## config.mk

```make
export PLATFORM = sky130hd
export DESIGN_NAME = shift_operand_feeder_flat
export DESIGN_NICKNAME = d
export VERILOG_FILES = /design/src/rtl/shift_pkg.sv /design/src/rtl/shift_operand_feeder_if.sv /design/src/rtl/shift_req_fifo.sv /design/src/rtl/shift_operand_feeder.sv /design/src/flat_wrapper.sv
export SDC_FILE = /design/constraint.sdc
export NUM_CORES = 1
export LEC_CHECK = 0
export ABC_AREA = 1
export CAP_MARGIN = 15
export CORE_ASPECT_RATIO = 1.5
export CORE_UTILIZATION = 35
export CTS_BUF_LIST = sky130_fd_sc_hd__clkbuf_8
export DETAILED_ROUTE_END_ITERATION = 12
export SYNTH_ARGS = -nofsm -noshare
export SYNTH_HDL_FRONTEND = slang
export SYNTH_SLANG_ARGS = --single-unit
```

## constraint.sdc

```tcl
create_clock -name clk -period 6.94 [get_ports clk]
set_input_delay 1.041 -clock clk [delete_from_list [all_inputs] [get_ports clk]]
set_output_delay 1.041 -clock clk [all_outputs]
set_load 0.005 [all_outputs]
```

## src/rtl/shift_pkg.sv

```systemverilog
// Shared types and widths for the shift operand feeder and its request FIFO.
package shift_pkg;

  localparam int DATA_W = 32;
  localparam int CTRL_W = 7;

  typedef enum logic [1:0] {
    IDLE  = 2'd0,
    DRIVE = 2'd1,
    HOLD  = 2'd2
  } feeder_state_t;

  typedef struct packed {
    logic [DATA_W-1:0] A;
    logic [CTRL_W-1:0] B;
  } shift_req_t;

  // B is opaque control; requests are built without interpreting it.
  function automatic shift_req_t make_req(input logic [DATA_W-1:0] a, input logic [CTRL_W-1:0] b);
    shift_req_t r;
    r.A = a;
    r.B = b;
    return r;
  endfunction

endpackage

```

## src/rtl/shift_operand_feeder_if.sv

```systemverilog
// Request and result handshake bundle between the feeder and its producer/consumer.
interface shift_operand_feeder_if;
  import shift_pkg::*;

  logic              in_valid;
  logic              in_ready;
  logic [DATA_W-1:0] in_A;
  logic [CTRL_W-1:0] in_B;
  logic              out_valid;
  logic              out_ready;
  logic [DATA_W-1:0] out_C;
  logic              out_carry;
  logic [DATA_W-1:0] out_A;
  logic [CTRL_W-1:0] out_B;

  modport slave (
    input  in_valid, in_A, in_B, out_ready,
    output in_ready, out_valid, out_C, out_carry, out_A, out_B
  );

  modport master (
    output in_valid, in_A, in_B, out_ready,
    input  in_ready, out_valid, out_C, out_carry, out_A, out_B
  );

endinterface

```

## src/rtl/shift_req_fifo.sv

```systemverilog
// Synchronous request FIFO with a register-backed head, occupancy count and
// same-cycle push/pop.
module shift_req_fifo
  import shift_pkg::*;
#(
  parameter int DEPTH = 4
) (
  input  logic                 clk,
  input  logic                 rst,
  input  logic                 push,
  input  logic                 pop,
  input  shift_req_t           wdata,
  output shift_req_t           head,
  output logic [$clog2(DEPTH):0] level,
  output logic                 full,
  output logic                 empty
);

  localparam int AW = $clog2(DEPTH);

  shift_req_t         mem_r [DEPTH];
  logic [AW-1:0]      wr_ptr_r;
  logic [AW-1:0]      rd_ptr_r;
  logic [AW:0]        level_r;
  logic               push_ok_s;
  logic               pop_ok_s;

  // A full FIFO refuses a push even when a pop frees a slot in the same cycle.
  always_comb begin
    push_ok_s = 1'b0;
    pop_ok_s  = 1'b0;
    if (push && (level_r != (AW+1)'(DEPTH))) begin
      push_ok_s = 1'b1;
    end else begin
      push_ok_s = 1'b0;
    end
    if (pop && (level_r != '0)) begin
      pop_ok_s = 1'b1;
    end else begin
      pop_ok_s = 1'b0;
    end
  end

  // Storage write port and pointer advance.
  always_ff @(posedge clk) begin
    if (rst) begin
      wr_ptr_r <= '0;
      rd_ptr_r <= '0;
      for (int i = 0; i < DEPTH; i++) begin
        mem_r[i] <= '0;
      end
    end else begin
      if (push_ok_s) begin
        mem_r[wr_ptr_r] <= wdata;
        wr_ptr_r        <= wr_ptr_r + AW'(1);
      end
      if (pop_ok_s) begin
        rd_ptr_r <= rd_ptr_r + AW'(1);
      end
    end
  end

  // Occupancy tracking; simultaneous push and pop leave it unchanged.
  always_ff @(posedge clk) begin
    if (rst) begin
      level_r <= '0;
    end else begin
      case ({push_ok_s, pop_ok_s})
        2'b10:   level_r <= level_r + (AW+1)'(1);
        2'b01:   level_r <= level_r - (AW+1)'(1);
        default: level_r <= level_r;
      endcase
    end
  end

  assign head  = mem_r[rd_ptr_r];
  assign level = level_r;
  assign full  = (level_r == (AW+1)'(DEPTH));
  assign empty = (level_r == '0);

endmodule

```

## src/rtl/shift_operand_feeder.sv

```systemverilog
// Feeds queued operands to a combinational shifter, holds them for a settle
// window, then presents the captured result with the operands echoed.
module shift_operand_feeder
  import shift_pkg::*;
#(
  parameter int DEPTH  = 4,
  parameter int SETTLE = 1
) (
  input  logic                   clk,
  input  logic                   rst,
  shift_operand_feeder_if.slave  bus,
  output logic [DATA_W-1:0]      A,
  output logic [CTRL_W-1:0]      B,
  input  logic [DATA_W-1:0]      C,
  input  logic                   carry,
  output logic                   busy,
  output logic [$clog2(DEPTH):0] level
);

  localparam int CNT_W = (SETTLE > 1) ? $clog2(SETTLE) : 1;

  feeder_state_t     state_r;
  logic [CNT_W-1:0]  cnt_r;
  logic [DATA_W-1:0] a_r;
  logic [CTRL_W-1:0] b_r;
  logic              out_valid_r;
  logic [DATA_W-1:0] out_c_r;
  logic              out_carry_r;
  logic [DATA_W-1:0] out_a_r;
  logic [CTRL_W-1:0] out_b_r;

  shift_req_t        head_s;
  shift_req_t        wdata_s;
  logic              full_s;
  logic              empty_s;
  logic              in_ready_s;
  logic              push_s;
  logic              pop_s;

  // Ready drops during reset so nothing is queued while the FIFO is flushed.
  always_comb begin
    in_ready_s = 1'b0;
    push_s     = 1'b0;
    if (!rst && !full_s) begin
      in_ready_s = 1'b1;
    end else begin
      in_ready_s = 1'b0;
    end
    push_s = bus.in_valid && in_ready_s;
  end

  // The head is popped when starting from IDLE or when a held result is taken.
  always_comb begin
    pop_s = 1'b0;
    if (rst || empty_s) begin
      pop_s = 1'b0;
    end else begin
      case (state_r)
        IDLE:    pop_s = 1'b1;
        HOLD:    pop_s = bus.out_ready;
        default: pop_s = 1'b0;
      endcase
    end
  end

  assign wdata_s = make_req(bus.in_A, bus.in_B);

  shift_req_fifo #(
    .DEPTH (DEPTH)
  ) u_fifo (
    .clk   (clk),
    .rst   (rst),
    .push  (push_s),
    .pop   (pop_s),
    .wdata (wdata_s),
    .head  (head_s),
    .level (level),
    .full  (full_s),
    .empty (empty_s)
  );

  // Sequencer: drive operands, count the settle window, capture, hold for consumer.
  always_ff @(posedge clk) begin
    if (rst) begin
      state_r     <= IDLE;
      cnt_r       <= '0;
      a_r         <= '0;
      b_r         <= '0;
      out_valid_r <= 1'b0;
      out_c_r     <= '0;
      out_carry_r <= 1'b0;
      out_a_r     <= '0;
      out_b_r     <= '0;
    end else begin
      case (state_r)
        IDLE: begin
          if (!empty_s) begin
            a_r     <= head_s.A;
            b_r     <= head_s.B;
            cnt_r   <= '0;
            state_r <= DRIVE;
          end
        end
        DRIVE: begin
          cnt_r <= cnt_r + CNT_W'(1);
          if (cnt_r == CNT_W'(SETTLE - 1)) begin
            out_c_r     <= C;
            out_carry_r <= carry;
            out_a_r     <= a_r;
            out_b_r     <= b_r;
            out_valid_r <= 1'b1;
            state_r     <= HOLD;
          end
        end
        HOLD: begin
          if (bus.out_ready) begin
            out_valid_r <= 1'b0;
            if (!empty_s) begin
              // Back-to-back: next operands go out on the same edge the result leaves.
              a_r     <= head_s.A;
              b_r     <= head_s.B;
              cnt_r   <= '0;
              state_r <= DRIVE;
            end else begin
              state_r <= IDLE;
            end
          end
        end
        default: begin
          state_r     <= IDLE;
          out_valid_r <= 1'b0;
        end
      endcase
    end
  end

  assign A             = a_r;
  assign B             = b_r;
  assign busy          = (state_r != IDLE) || !empty_s;
  assign bus.in_ready  = in_ready_s;
  assign bus.out_valid = out_valid_r;
  assign bus.out_C     = out_c_r;
  assign bus.out_carry = out_carry_r;
  assign bus.out_A     = out_a_r;
  assign bus.out_B     = out_b_r;

endmodule

```

## src/flat_wrapper.sv

```systemverilog
// flat-port wrapper written by rule: the top's interface ports become plain ports
module shift_operand_feeder_flat import shift_pkg::*;
#(
  parameter int DEPTH  = 4,
  parameter int SETTLE = 1
)
  (clk, rst, A, B, C, carry, busy, level, bus_in_valid, bus_in_A, bus_in_B, bus_out_ready, bus_in_ready, bus_out_valid, bus_out_C, bus_out_carry, bus_out_A, bus_out_B);
  shift_operand_feeder_if bus_i ();
  input  logic clk;
  input  logic rst;
  output logic [DATA_W-1:0] A;
  output logic [CTRL_W-1:0] B;
  input  logic [DATA_W-1:0] C;
  input  logic carry;
  output logic busy;
  output logic [$clog2(DEPTH):0] level;
  input wire logic [$bits(bus_i.in_valid)-1:0] bus_in_valid;
  input wire logic [$bits(bus_i.in_A)-1:0] bus_in_A;
  input wire logic [$bits(bus_i.in_B)-1:0] bus_in_B;
  input wire logic [$bits(bus_i.out_ready)-1:0] bus_out_ready;
  output wire logic [$bits(bus_i.in_ready)-1:0] bus_in_ready;
  output wire logic [$bits(bus_i.out_valid)-1:0] bus_out_valid;
  output wire logic [$bits(bus_i.out_C)-1:0] bus_out_C;
  output wire logic [$bits(bus_i.out_carry)-1:0] bus_out_carry;
  output wire logic [$bits(bus_i.out_A)-1:0] bus_out_A;
  output wire logic [$bits(bus_i.out_B)-1:0] bus_out_B;
  assign bus_i.in_valid = bus_in_valid;
  assign bus_i.in_A = bus_in_A;
  assign bus_i.in_B = bus_in_B;
  assign bus_i.out_ready = bus_out_ready;
  assign bus_in_ready = bus_i.in_ready;
  assign bus_out_valid = bus_i.out_valid;
  assign bus_out_C = bus_i.out_C;
  assign bus_out_carry = bus_i.out_carry;
  assign bus_out_A = bus_i.out_A;
  assign bus_out_B = bus_i.out_B;
  shift_operand_feeder #(.DEPTH(DEPTH), .SETTLE(SETTLE)) u_core (.clk(clk), .rst(rst), .bus(bus_i), .A(A), .B(B), .C(C), .carry(carry), .busy(busy), .level(level));
endmodule
```

Yosys cells after proc, flatten, opt, wreduce, memory -nomap -nowiden
Memories as Yosys holds them, arrays and structs flattened. A register that Yosys moved wholly into a read port is not among the register bits.
Cells that the tools add are included.
{ "op_classes": {"n_addsub": 5, "bitwise_logic": 2, "reduce_logical": 22, "eq_ne": 9, "mux": 33} }
{ "op_table": {"columns": ["op", "n"], "rows": [
  ["32-bit 2-to-1 mux", 2],
  ["32-bit one-hot mux with 2 select lines", 1],
  ["39-bit 2-to-1 mux", 1],
  ["39-bit OR reduction", 1],
  ["1-bit 2-to-1 mux", 15],
  ["7-bit 2-to-1 mux", 2],
  ["7-bit one-hot mux with 2 select lines", 1],
  ["2-bit 2-to-1 mux", 6],
  ["2-bit inequality test, second input constant", 3],
  ["1-bit one-hot mux with 3 select lines", 2],
  ["2-bit one-hot mux with 3 select lines", 1],
  ["3-bit one-hot mux with 2 select lines", 1],
  ["2-bit AND reduction", 3],
  ["3-bit AND reduction", 2],
  ["2-bit nonzero test", 3],
  ["3-bit nonzero test", 2],
  ["2-bit by 1-bit adder with 2-bit output, second input constant", 2],
  ["2-bit by 1-bit == test with 1-bit output, second input constant", 2],
  ["2-bit == test, second input constant", 2],
  ["1-bit logical AND", 4],
  ["3-bit by 1-bit adder with 3-bit output, second input constant", 1],
  ["3-bit == test, second input constant", 1],
  ["1-bit logical NOT", 3],
  ["3-bit logical NOT", 1],
  ["7 further kinds", 9]
]} }
{ "word_totals": {"inputBits": 76, "regBits": 122, "memories": 1, "word_cells": 84, "ramBits": 156} }
{ "memory_table": {"columns": ["name", "words", "width", "read_ports", "rd_ports_with_merged_regs", "wr", "line_no", "text"], "rows": [
  ["u_core.u_fifo.mem_r", 4, 39, 1, 1, 4, "shift_req_fifo.sv:21", "shift_req_t mem_r [DEPTH];"]
]} }

Depth between registers and ports, before layout
Gate-level depths: netlist of the first run.
{ "logic_depth": {"ltp_word": 12, "mapped_depth": 11, "mapped_depth_nobuf": 11} }

Hierarchy
Synthesis of the first run repeated with hierarchy kept, for this count alone.
{ "unflattened": {"hier_cells": 1222, "hier_area_um2": 11711.2} }
{ "modules_own_cells": {"columns": ["module", "cells_per_inst", "area_each_um2", "n_inst"], "rows": [
  ["shift_req_fifo", 701, 7534.7, 1],
  ["shift_operand_feeder", 521, 4176.5, 1]
]} }

Least setup slack after synthesis of the first run
OpenSTA, ideal clock, no wires.
{ "synth_path": {"path_type": "input-to-reg", "startpoint": "input port rst", "endpoint": "memory u_core.u_fifo.mem_r[3][0] (netlist name) (enable)", "n_path_buf": 2, "t_required_ns": 6.492, "arrival_ns": 3.420, "cell_stages": 4, "slack_ns": 3.072, "cell_sequence": "buf_2 inv_2 clkbuf_1 a21oi_1"} }
{ "synth_lines": {"columns": ["element", "line_no", "text"], "rows": [
  ["start: declaration", "flat_wrapper.sv:10", "input logic rst;"],
  ["end: declaration", "shift_req_fifo.sv:21", null]
]} }

==> impl_metrics.csv, run 1 <==
group,metric,value,unit
status,run_status,"complete, no violations",
place,dp_hpwl,17.75,mm
worst_setup_path,cp_slowest_cell,"nand2_2",
layout,mostFrequentLayoutCells,"nor2_1, nand2_1, clkdlybuf4s50_1",
cts,clk_latency,570,ps
floorplanning,die_area,0.03363,mm²
sta,worstMarginPinSlew,1084,ps
route,vias,9015,
flow_run,drv_cap,0,
worst_setup_path,path_buf_inv,3,
floorplanning,die_x,150.1,µm
place,port_buffers,192,
route,dr.pass1.iters,5,
worst_setup_path,path_max_fanout,51,
floorplanning,ios,193,
global_routing,overflow,0,
floorplanning,initial_core_util,0.3538,
synth,syn_area_per_cell,8.740,µm²
sta,hold_viol,0,
layout,nNetsFinal,1557,
power,p_leak,0.005786,µW
global_routing,grt_max_degree,80,
floorplanning,fp.coreArea,0.03253,mm²
global_routing,antenna_found_initial,1,
synth,synth_area_leaders,"edfxtp_1, dfxtp_1, nor2_1",
cts,cts_max_path_buffers,3,
sta,fin_skew,25.22,ps
cts,cts_tree,"yes",
synth,yosysSeqAreaShare,0.6226,
cts,clkTransAtPathRegs,60,ps
sta,tns,0,ps
cts,cts_buffers,43,
floorplanning,die_y,224.1,µm
power,ir_worst_vdd,0.1609,mV
route,routedWlPerCell,15.05,µm
synth,syn_nets,1395,
worst_setup_path,cp_slowest_stage_delay,810,ps
global_routing,grt_usage,0.1731,
worst_setup_path,critPathLaunchType,"primary input",
synth,synth-seq-cells,280,
synth,synth_cells,1317,
synth,synth_fa_ha_area_frac,0.002826,
sta,setup_viol,0,
sta,slew_headroom,0.2746,
synth,ys_warn_count,0,
sta,fmax,0.2487,GHz
global_routing,grt_pass1_vias,8784,
route,wl,28.97,mm
worst_setup_path,path_cells,"buf_2, inv_2, nand3_4, nor2_2, nand2_1, buf_4, nand2_2",
synth,synth_top_family_by_area,"simple AND/OR/NAND/NOR gates",
sta,slew_viol_final,0,
layout,final_area,0.01448,mm²
place,placed_cell_area,0.01365,mm²
worst_setup_path,critPathKind,"in2reg",
worst_setup_path,worst-endpoint-required,7120,ps
worst_setup_path,path_delay_family,"simple AND/OR/NAND/NOR gates",
cts,cts_resized,0,
layout,final_common_cell,"nor2_1",
synth,synth-compound-area-share,0.07217,
synth,synth_xor_area_frac,0.0007609,
route,drt_iter0_drc,504,
power,p_total,5053,µW
sta,period_share,0.5794,
synth,synth_top_area_cell,"edfxtp_1",
synth,synth_top_area_frac,0.4070,
layout,syn_to_final_growth,25.76,%
place,place.gp.congestion,0.7404,
cts,cts-root-buf,"clkbuf_8",
power,powerDensity,349.0,mW/mm²
synth,syn-cell-area,0.01151,mm²
worst_setup_path,arrival,4200,ps
route,drc,0,
synth,synthDistinctLibCells,23,
worst_setup_path,crit_path_end_kind,"flip-flop",
synth,synthSimpleGateAreaFrac,0.2370,
floorplanning,rows,81,
cts,cts.repair_timing.setup_buffer_count,0,
sta,rsz0062_at_grt,"no",
route,postRouteAntennaNets,0,
hold_path,hp-class,"reg2reg",
cts,htree_levels,2,
sta,fin_crit,4021,ps
route,via_per_inst,4.683,
sta,fin_hold_ws,459.4,ps
layout,drive_above_1_share,0.05500,
cts,clock_sinks,280,
global_routing,grt_pass1_wl,45.61,mm
synth,synth_mux_area_frac,0.0008696,
cts,ctsHoldBuffers,0,
==> sequential cells by signal (all words and copies together) (netlist names), named ones only <==
register                cells
u_core.bus.out_carry        1
u_core.A                   32
u_core.bus.out_valid        1
u_core.bus.out_B            7
u_core.u_fifo.wr_ptr_r      2
u_core.bus.out_A           32
u_core.u_fifo.rd_ptr_r      2
u_core.state_r              2
u_core.bus.out_C           32
u_core.u_fifo.level         3
u_core.cnt_r                1
u_core.u_fifo.mem_r       156
u_core.B                    7
==> final timing paths <==
check	cells past startpoint	slack, ps	start	endpoint
worst min register to register	2	460	u_core.bus.out_C[5]$_SDFFE_PP0P_	u_core.bus.out_C[5]$_SDFFE_PP0P_
worst min-delay path	2	460	u_core.bus.out_C[5]$_SDFFE_PP0P_	u_core.bus.out_C[5]$_SDFFE_PP0P_
worst max-delay path	7	2920	rst	u_core.u_fifo.mem_r[0][13]$_SDFFCE_PN0P_
worst max register to register	7	3800	u_core.u_fifo.level[0]$_SDFFE_PP0P_	u_core.u_fifo.mem_r[0][13]$_SDFFCE_PN0P_
==> cell type report <==
class	instances	area (µm²)
clock inverters	27	143.9
well taps	415	519.2
repair buffers	204	2019
multi-input cells	863	3636
inverters	87	326.6
fillers	3133	18060
clock buffers	48	660.6
diodes	1	2.502
flip-flops and latches	280	7168
==> layer usage <==
metal	GRT usage	wire length, µm
met2	0.3042	14610
met4	0.07462	811
met5	0	0
met3	0.03198	1730
met1	0.2033	11820
==> cells in the mapped netlist (all sizes together) <==
cell type,instances
nor2,403
nand2,210
edfxtp,156
dfxtp,124
inv,87
a21oi,83
o21ai,83
nand3,79
buf,63
clkbuf,24
fa,1
ha,1
mux2i,1
nand4,1
xor2,1
==> where the power goes <==
part | switching (µW) | internal, µW | total, µW
combinational | 956 | 646 | 1600
clock | 624 | 670 | 1290
sequential | 142 | 2010 | 2160
==> worst register-to-register path, stage by stage, from the launching register on <==
cell     delay, ps
dfxtp_1        440
nor2_2         110
nand2_1        110
nand3_4        470
nor2_2         420
nand2_1         90
buf_4          290
nand2_2        810
==> per-stage QoR <==
step                      setup WS (ps)  utilization  cells
after CTS                          2878       0.4443   1923
final                              2919       0.4450   1925
after detailed placement           2284       0.4196   1848
after floorplan                    3072            -   1317
after global routing               2674       0.4450   1925
after global placement             2393       0.4196   1848
==> cells by family (layout without fill, tap and decap cells) <==
family / after synthesis / count (layout)
mux: 1 / 1
other cells: 0 / 1
xor+xnor: 1 / 1
compound gates: 166 / 166
flops: 280 / 280
fa+ha+maj: 2 / 2
simple gates: 693 / 693
buf+inv: 174 / 366
Power figures use the tool's default switching activity.
==> run 2: changes to the inputs <==
Clock period 6.94 ns to 3.88 ns, I/O delays scaled along.
==> run 2 against run 1 <==
Effect of this change:
- core utilization about the same
- final area about the same
- routed wire length rose by 0.49%
- global-route usage decreased by 0.23 points
- via count up 0.70%
- die area did not move
- sequential power grew 79%
- clock skew down 9.4 ps
- critical endpoint is now bus_in_ready
==> impl_metrics.csv, run 2 (synthesized netlist as in run 1, its figures left out) <==
group,metric,value,unit
status,run_status,"complete, no violations",
floorplanning,die_area,0.03363,mm²
layout,final_common_cell,"nor2_1",
worst_setup_path,path_buf_inv,1,
layout,largest_register_ffs,156,
sta,timing.final.ws_setup,1358,ps
route,drt-met1-wl,12.02,mm
route,routedWlPerCell,15.10,µm
sta,setup_viol,0,
power,p_leak,0.005791,µW
layout,fillers,3120,
power,ir_worst_vdd,0.3201,mV
place,port_buffers,192,
cts,clock_sinks,280,
flow_run,drv_cap,0,
sta,fin_crit,2522,ps
sta,fin_skew,15.87,ps
route,wl,29.11,mm
place,dp_worst_setup_slack,1199,ps
cts,cts-root-buf,"clkbuf_8",
cts,cts_resized,0,
hold_path,hp-class,"reg2reg",
place,dp_hpwl,17.61,mm
global_routing,grt_usage,0.1707,
sta,fin_hold_ws,459.2,ps
layout,final_util,0.4452,
sta,slew_headroom,0.4097,
worst_setup_path,critPathKind,"reg2out",
cts,cts_buffers,42,
route,vias,9078,
route,drt_iter0_drc,628,
route,postRouteAntennaNets,0,
worst_setup_path,path_delay_family,"buffers and inverters",
layout,nNetsFinal,1562,
floorplanning,initial_core_util,0.3538,
place,place_inst,1855,
cts,htree_levels,2,
layout,diodes,0,
global_routing,grt_max_degree,81,
floorplanning,die_y,224.1,µm
layout,drive_above_1_share,0.05816,
cts,clk_latency,560,ps
layout,largest_register,"u_core.u_fifo.mem_r",
route,wl_met2,14.40,mm
worst_setup_path,path_cells,"nor2_2, a21oi_1, clkdlybuf4s50_1",
global_routing,grt_pass1_vias,8417,
cts,ctsHoldBuffers,0,
floorplanning,rows,81,
cts,clkTransAtPathRegs,60,ps
route,drc,0,
sta,period_share,0.6499,
worst_setup_path,crit_path_end_kind,"primary output",
cts,cts.repair_timing.setup_buffer_count,0,
global_routing,grt_pass1_wl,44.91,mm
floorplanning,fp.coreArea,0.03253,mm²
place,place.gp.congestion,0.7844,
sta,worstMarginPinSlew,885.5,ps
global_routing,antenna_found_initial,0,
sta,tns,0,ps
global_routing,overflow,0,
layout,final_cells,1928,
cts,cts_tree,"yes",
route,dr.pass1.iters,5,
worst_setup_path,critPathLaunchType,"flip-flop",
route,wl_met3,1.794,mm
floorplanning,ios,193,
sta,slew_viol_final,0,
sta,hold_viol,0,
floorplanning,die_x,150.1,µm
route,top_layer_used,"met4",
sta,fmax,0.3965,GHz
sta,rsz0062_at_grt,"no",
layout,syn_to_final_growth,25.83,%
cts,cts_max_path_buffers,3,
worst_setup_path,worst-endpoint-required,3300,ps
power,powerDensity,621.0,mW/mm²
worst_setup_path,arrival,1940,ps
layout,mostFrequentLayoutCells,"nor2_1, nand2_1, clkdlybuf4s50_1",
worst_setup_path,cp_slowest_cell,"clkdlybuf4s50_1",
route,via_per_inst,4.709,
worst_setup_path,path_max_fanout,5,
worst_setup_path,cp_slowest_stage_delay,580,ps
[run 2: changes by cell type in the layout (fill, tap and decap cells not counted)]
cell,change
buf_4,+7
buf_12,-1
clkbuf_8,-1
clkinv_2,+1
clkinv_4,-1
clkinvlp_4,+1
diode_2,-1
inv_1,-1
inv_6,-1
[run 2: cell type report]
cell class | instances | area (µm²) | share of cell area
clock buffers | 47 | 646.9 | 0.04466
clock inverters | 26 | 135.1 | 0.009330
inverters | 87 | 326.6 | 0.02255
multi-input cells | 863 | 3636 | 0.2510
flip-flops and latches | 280 | 7168 | 0.4949
well taps | 415 | 519.2 | 0.03585
repair buffers | 210 | 2052 | 0.1417
[run 2: where the power goes]
part | internal (µW) | leakage (µW) | total [µW] | switching, µW
clock network | 1170 | 0.000463 | 2260 | 1090
logic | 1150 | 0.00271 | 2870 | 1720
registers | 3600 | 0.00262 | 3860 | 260
[run 2: tightest hold or removal path: cells and delay by family (launching register included)]
kind               cells  cell delay, ps
DFF                    1             310
and+or+nand+nor        1              60
AOI/OAI and AO/OA      1              50
[run 2: path summary, 6_finish.rpt]
check	slack, ps	end	cells past startpoint	startpoint
setup / recovery	1360	bus_in_ready	3	u_core.u_fifo.level[0]$_SDFFE_PP0P_
hold / removal	460	u_core.bus.out_A[14]$_SDFFE_PP0P_	2	u_core.bus.out_A[14]$_SDFFE_PP0P_
setup reg to reg	1720	u_core.u_fifo.mem_r[1][13]$_SDFFCE_PN0P_	7	u_core.u_fifo.level[0]$_SDFFE_PP0P_
hold reg to reg	460	u_core.bus.out_A[14]$_SDFFE_PP0P_	2	u_core.bus.out_A[14]$_SDFFE_PP0P_
[run 2: metal layers]
metal  global-route usage  up-vias
met5                    0        -
met4              0.07201        0
met3              0.03116       59
met2               0.3011      280
met1               0.2007     4176
li1                     -     4563
[run 2: metrics by stage]
stage / power [µW] / area (µm²)
3_3_place_gp: 6784 / 13700
4_1_cts: 9106 / 14480
5_1_grt: 9615 / 14480
3_5_place_dp: 6822 / 13700
2_1_floorplan: 5641 / 11510
6_report: 8995 / 14480
==> RTL change 1: new RTL, config.mk and constraints of run 1 <==
Reset style: asynchronous (`rst`), changed in 3 clocked blocks.
--- a/src/rtl/shift_req_fifo.sv
+++ b/src/rtl/shift_req_fifo.sv
@@ -42,7 +42,7 @@
   end
 
   // Storage write port and pointer advance.
-  always_ff @(posedge clk) begin
+  always_ff @(posedge clk or posedge rst) begin
     if (rst) begin
       wr_ptr_r <= '0;
       rd_ptr_r <= '0;
@@ -61,7 +61,7 @@
   end
 
   // Occupancy tracking; simultaneous push and pop leave it unchanged.
-  always_ff @(posedge clk) begin
+  always_ff @(posedge clk or posedge rst) begin
     if (rst) begin
       level_r <= '0;
     end else begin
--- a/src/rtl/shift_operand_feeder.sv
+++ b/src/rtl/shift_operand_feeder.sv
@@ -80,7 +80,7 @@
   );
 
   // Sequencer: drive operands, count the settle window, capture, hold for consumer.
-  always_ff @(posedge clk) begin
+  always_ff @(posedge clk or posedge rst) begin
     if (rst) begin
       state_r     <= IDLE;
       cnt_r       <= '0;
Check against the original RTL: differs if rst is asserted again (counterexample within 4 cycles, from zero or initial values and one cycle with rst high); with rst held inactive, the same outputs for 4 cycles.
==> RTL change 1 against run 1 <==
  * Final cell count grew 14%
  * Sequential cell count decreased by 2
  * Largest cell class unchanged
  * Fmax rose by 3.6%
  * Die area is 7.8% higher
  * Final area grew 6.5%
  * First-iteration DRC count increased by 86%
  * Critical path depth shrank 3
  * Area after synthesis grew 7.9%
  * Power is 40% higher
  * Sequential share of layout area down 4.4 points
  * Wire length increased by 22%
  * Hold slack gained 0.0078 ns
  * Count of clock-buffer cells in the layout up 9
  * Setup slack gained 0.14 ns
==> RTL change 1: results (changes against run 1) <==
| Metric | Value |
|---|---|
| Post-synth top cells | nand2_1, dfrtp_1, nand4_1 |
| Synth Area in Compound Gates | 3.44% (-3.8 points) |
| Fin Clk Skew | 0.0283 ns (+0.00304 ns) |
| Vias per std cell | 4.94 (+5.5%) |
| Synth Net Count | 1621 (+16%) |
| Status | completed |
| Post-synthesis sequential area ratio | 56.0% (-6.3 points) |
| Post-synthesis mux area share | 0% (-0.087 points) |
| CP max-delay cell | clkdlybuf4s50_1 |
| Nets | 1761 (+13%) |
| Initial antenna violation count | 2 (+1) |
| Peak supply drop | 250 uV (+55%) |
| Clk_lat worst skew | 0.59 ns (+0.02 ns) |
| Placed Area | 0.0145 mm^2 (+6.5%) |
| CP top delay family | buffers and inverters |
| DPL Wire Length | 20200 um (+14%) |
| Worst endpoint data arrival time | 2.84 ns (-1.36 ns) |
| Slowest cell delay on critical path | 0.60 ns (-0.21 ns) |
| Count leader, synth | nand2_1 |
| Number of buffers created by CTS | 44 (+2.3%) |
| Post-synth ARST share | 100% (+100 points) |
| Global-route wire length before repair | 57700 um (+26%) |
| Xor/xnor share of the synthesized area | 0.212% (+0.14 points) |
| Tot GR Track Use | 20.0% (+2.7 points) |
| Top post-synthesis cells by area | dfrtp_1, nand2_1, nand4_1 |
## RTL change 1: worst paths after layout
path	end	slack, ns	cells after the start
worst max-delay path	bus_in_ready	3.06	4
worst min-delay path	u_core.bus.out_B[0]	0.47	2
worst max register to register	u_core.u_fifo.mem_r[123]	4.16	7
worst min register to register	u_core.bus.out_B[0]	0.47	2
max in group asynchronous	u_core.u_fifo.mem_r[69]	3.64	4
min in group asynchronous	u_core.u_fifo.mem_r[81]	1.08	2
## RTL change 1: layout make-up
| cell class | instances | area (um^2) |
|---|---|---|
| clock buffer | 57 | 785 |
| timing repair buffer | 210 | 2070 |
| sequential | 278 | 6960 |
| multi-input combinational | 1125 | 4850 |
| inverter | 20 | 80.1 |
| tap | 473 | 592 |
| clock inverter | 20 | 91.3 |
| fill | 3523 | 19600 |
| antenna | 2 | 5.00 |
## RTL change 1: metal layers
layer	vias to the layer above	global-route usage (%)	wire length, um
met3	58	3.80	2170
met5	-	0	0
li1	5258	-	-
met4	0	7.17	889
met1	5123	26.2	15600
met2	357	32.8	16800
## RTL change 1: worst reg2reg max path, cell delays in order, from the launching register on
cell and delay, ns:
dfrtp_1 0.43, inv_1 0.13, ha_1 0.16, buf_4 0.46, nand4_1 0.80, buf_4 0.53
nand2_1 0.10, nand2_1 0.05
## RTL change 1: metrics by stage
step	setup WS (ns)	util, %	total power, mW	cells
2_1_floorplan	0.632	-	4.51	1539
3_3_place_gp	2.85	41.6	5.67	2106
3_5_place_dp	2.83	41.6	5.74	2106
4_1_cts	3.04	44.1	7.16	2183
5_1_grt	2.99	44.1	7.68	2185
6_report	3.06	44.1	7.08	2185
## RTL change 1: where the power goes
part           total, mW  switching, mW  internal, mW
clock               1.39          0.653         0.734
sequential          2.75          0.405          2.34
combinational       2.95           1.80          1.15
total               7.08           2.85          4.22
==> RTL change 2: new RTL, flow settings as in run 1 <==
Without the edit above. `DATA_W`: 32 -> 48.
--- a/src/rtl/shift_pkg.sv
+++ b/src/rtl/shift_pkg.sv
@@ -1,7 +1,7 @@
 // Shared types and widths for the shift operand feeder and its request FIFO.
 package shift_pkg;
 
-  localparam int DATA_W = 32;
+  localparam int DATA_W = 48;
   localparam int CTRL_W = 7;
 
   typedef enum logic [1:0] {
Interface: changed (5 resized); port bits go from 193 to 273. The function was not compared with the original's and may differ.
==> RTL change 2 against run 1 <==
  * Synthesized cell count grew 34%
  * Final area grew 38%
  * Final cell count is 36% higher
  * Setup slack improved by 0.33 ns
  * Die area increased by 37%
  * Power grew 48%
  * Core utilization is 0.082 points higher
  * Sequential power is 47% higher
  * Area after synthesis increased by 37%
  * Register-to-register slack got worse by 0.34 ns
  * Sequential cell count is 112 higher
  * Wire length rose by 43%
  * First-iteration DRC count is 48% higher
  * Critical endpoint is now u_core.u_fifo.mem_r[2][39]
==> RTL change 2: results (changes against run 1) <==
| Metric | Value |
|---|---|
| Hold path startpoint | u_core.bus.out_C[36] |
| Worst Tran Pin Value | 1.09 ns (+0.00749 ns) |
| CP startpoint | bus_in_valid |
| Comb_multi_in | 1141 (+32%) |
| Top sig layer | met5 |
| Vias in the first global route | 11800 (+35%) |
| Post-synthesis adder-cell area fraction | 0.206% (-0.077 points) |
| DPL Wire Length | 27200 um (+53%) |
| Clk_lat worst skew | 0.63 ns (+0.06 ns) |
| Largest register FFs | 220 (+41%) |
| M2 GR Usage | 30.0% (-0.39 points) |
| Post-synthesis sequential area ratio | 63.5% (+1.3 points) |
| Met1 Use GR | 21.4% (+1.1 points) |
| Peak supply drop | 170 uV (+5.7%) |
| Worst endpoint data arrival time | 4.05 ns (-0.15 ns) |
| Fraction of layout cells with a size suffix above 1 | 5.54% (+0.036 points) |
| Min-Delay Path Class | flop to flop |
| Leak | 8.07 nW (+39%) |
| ClkCell Share | 5.51% (-0.050 points) |
| Xor/xnor share of the synthesized area | 0.111% (+0.035 points) |
| Fraction of area in multi-input gates | 23.8% (-1.3 points) |
| R2R cell count | 9 (+2) |
| Post-synthesis mux area share | 0.0633% (-0.024 points) |
| Register bit count reported by yosys | 392 (+40%) |
| Met2 WL | 20400 um (+39%) |
| Routed wire length | 41300 um (+43%) |
| Nets | 2109 (+35%) |
| Placed cells | 2523 (+37%) |
| Met3 routed WL | 2410 um (+39%) |
| CLK BUF | 64 (+33%) |
| Tot GR Track Use | 17.6% (+0.26 points) |
| Number of buffers created by CTS | 56 (+30%) |
| Reg2Reg Setup Slack | 3.46 ns (-0.34 ns) |
| Fin Clk Skew | 0.0445 ns (+0.0193 ns) |
| DRT iter0 DRCs | 744 (+48%) |
| Signal buf overhead | 14.2% (+0.29 points) |
| Reg-to-reg endpoint | u_core.u_fifo.mem_r[2][39] |
| GR met3 Demand/Resource | 2.99% (-0.20 points) |
| Synth Area in Compound Gates | 8.98% (+1.8 points) |
| Filler cell count | 4384 (+40%) |
| Bufs w/o clock | 288 (+41%) |
| Global-route wire length before repair | 63700 um (+40%) |
| Gpl congestion | 0.797 (+7.7%) |
| Avg Inst Size Synth | 8.96 um^2 (+2.6%) |
| Inverters | 120 (+38%) |
| Synth Net Count | 1875 (+34%) |
| Largest net degree at the start of global routing | 117 (+46%) |
| Antenna Cells | 1 (unchanged) |
| Final Non-Filler Cells | 2624 (+36%) |
| Met1 WL | 16900 um (+43%) |
| Synth cell types | 24 (+4.3%) |
| Post-synth EDFFs | 220 (+41%) |
| Vias per std cell | 4.67 (-0.39%) |
| Status | completed |
| Crit Path Max Fanout | 56 (+9.8%) |
## RTL change 2: changes by cell type after synthesis, moves of 23 or more
| cell | change |
|---|---|
| nor2_1 | +159 |
| o21ai_0 | +95 |
| nand2_1 | +71 |
| nand3_1 | -71 |
| edfxtp_1 | +64 |
| dfxtp_1 | +48 |
| a21oi_1 | +32 |
| inv_1 | +32 |
| buf_2 | -23 |
## RTL change 2: where the power goes
part	leakage (nW)	internal [mW]	switching (mW)
Combinational	3.78	1.08	1.42
Clock	0.615	0.917	0.869
Sequential	3.68	2.93	0.256
## RTL change 2: through the flow
step	power (mW)	hold slack, ns	area, um^2	setup WS, ns	util, %
floorplan	4.60	0.443	15800	2.27	-
global placement	5.72	0.452	18800	2.63	42.1
detailed placement	5.76	0.455	18800	2.57	42.1
CTS	7.56	0.463	19900	3.24	44.6
global route	7.99	0.479	19900	3.11	44.6
finish	7.46	0.465	19900	3.25	44.6
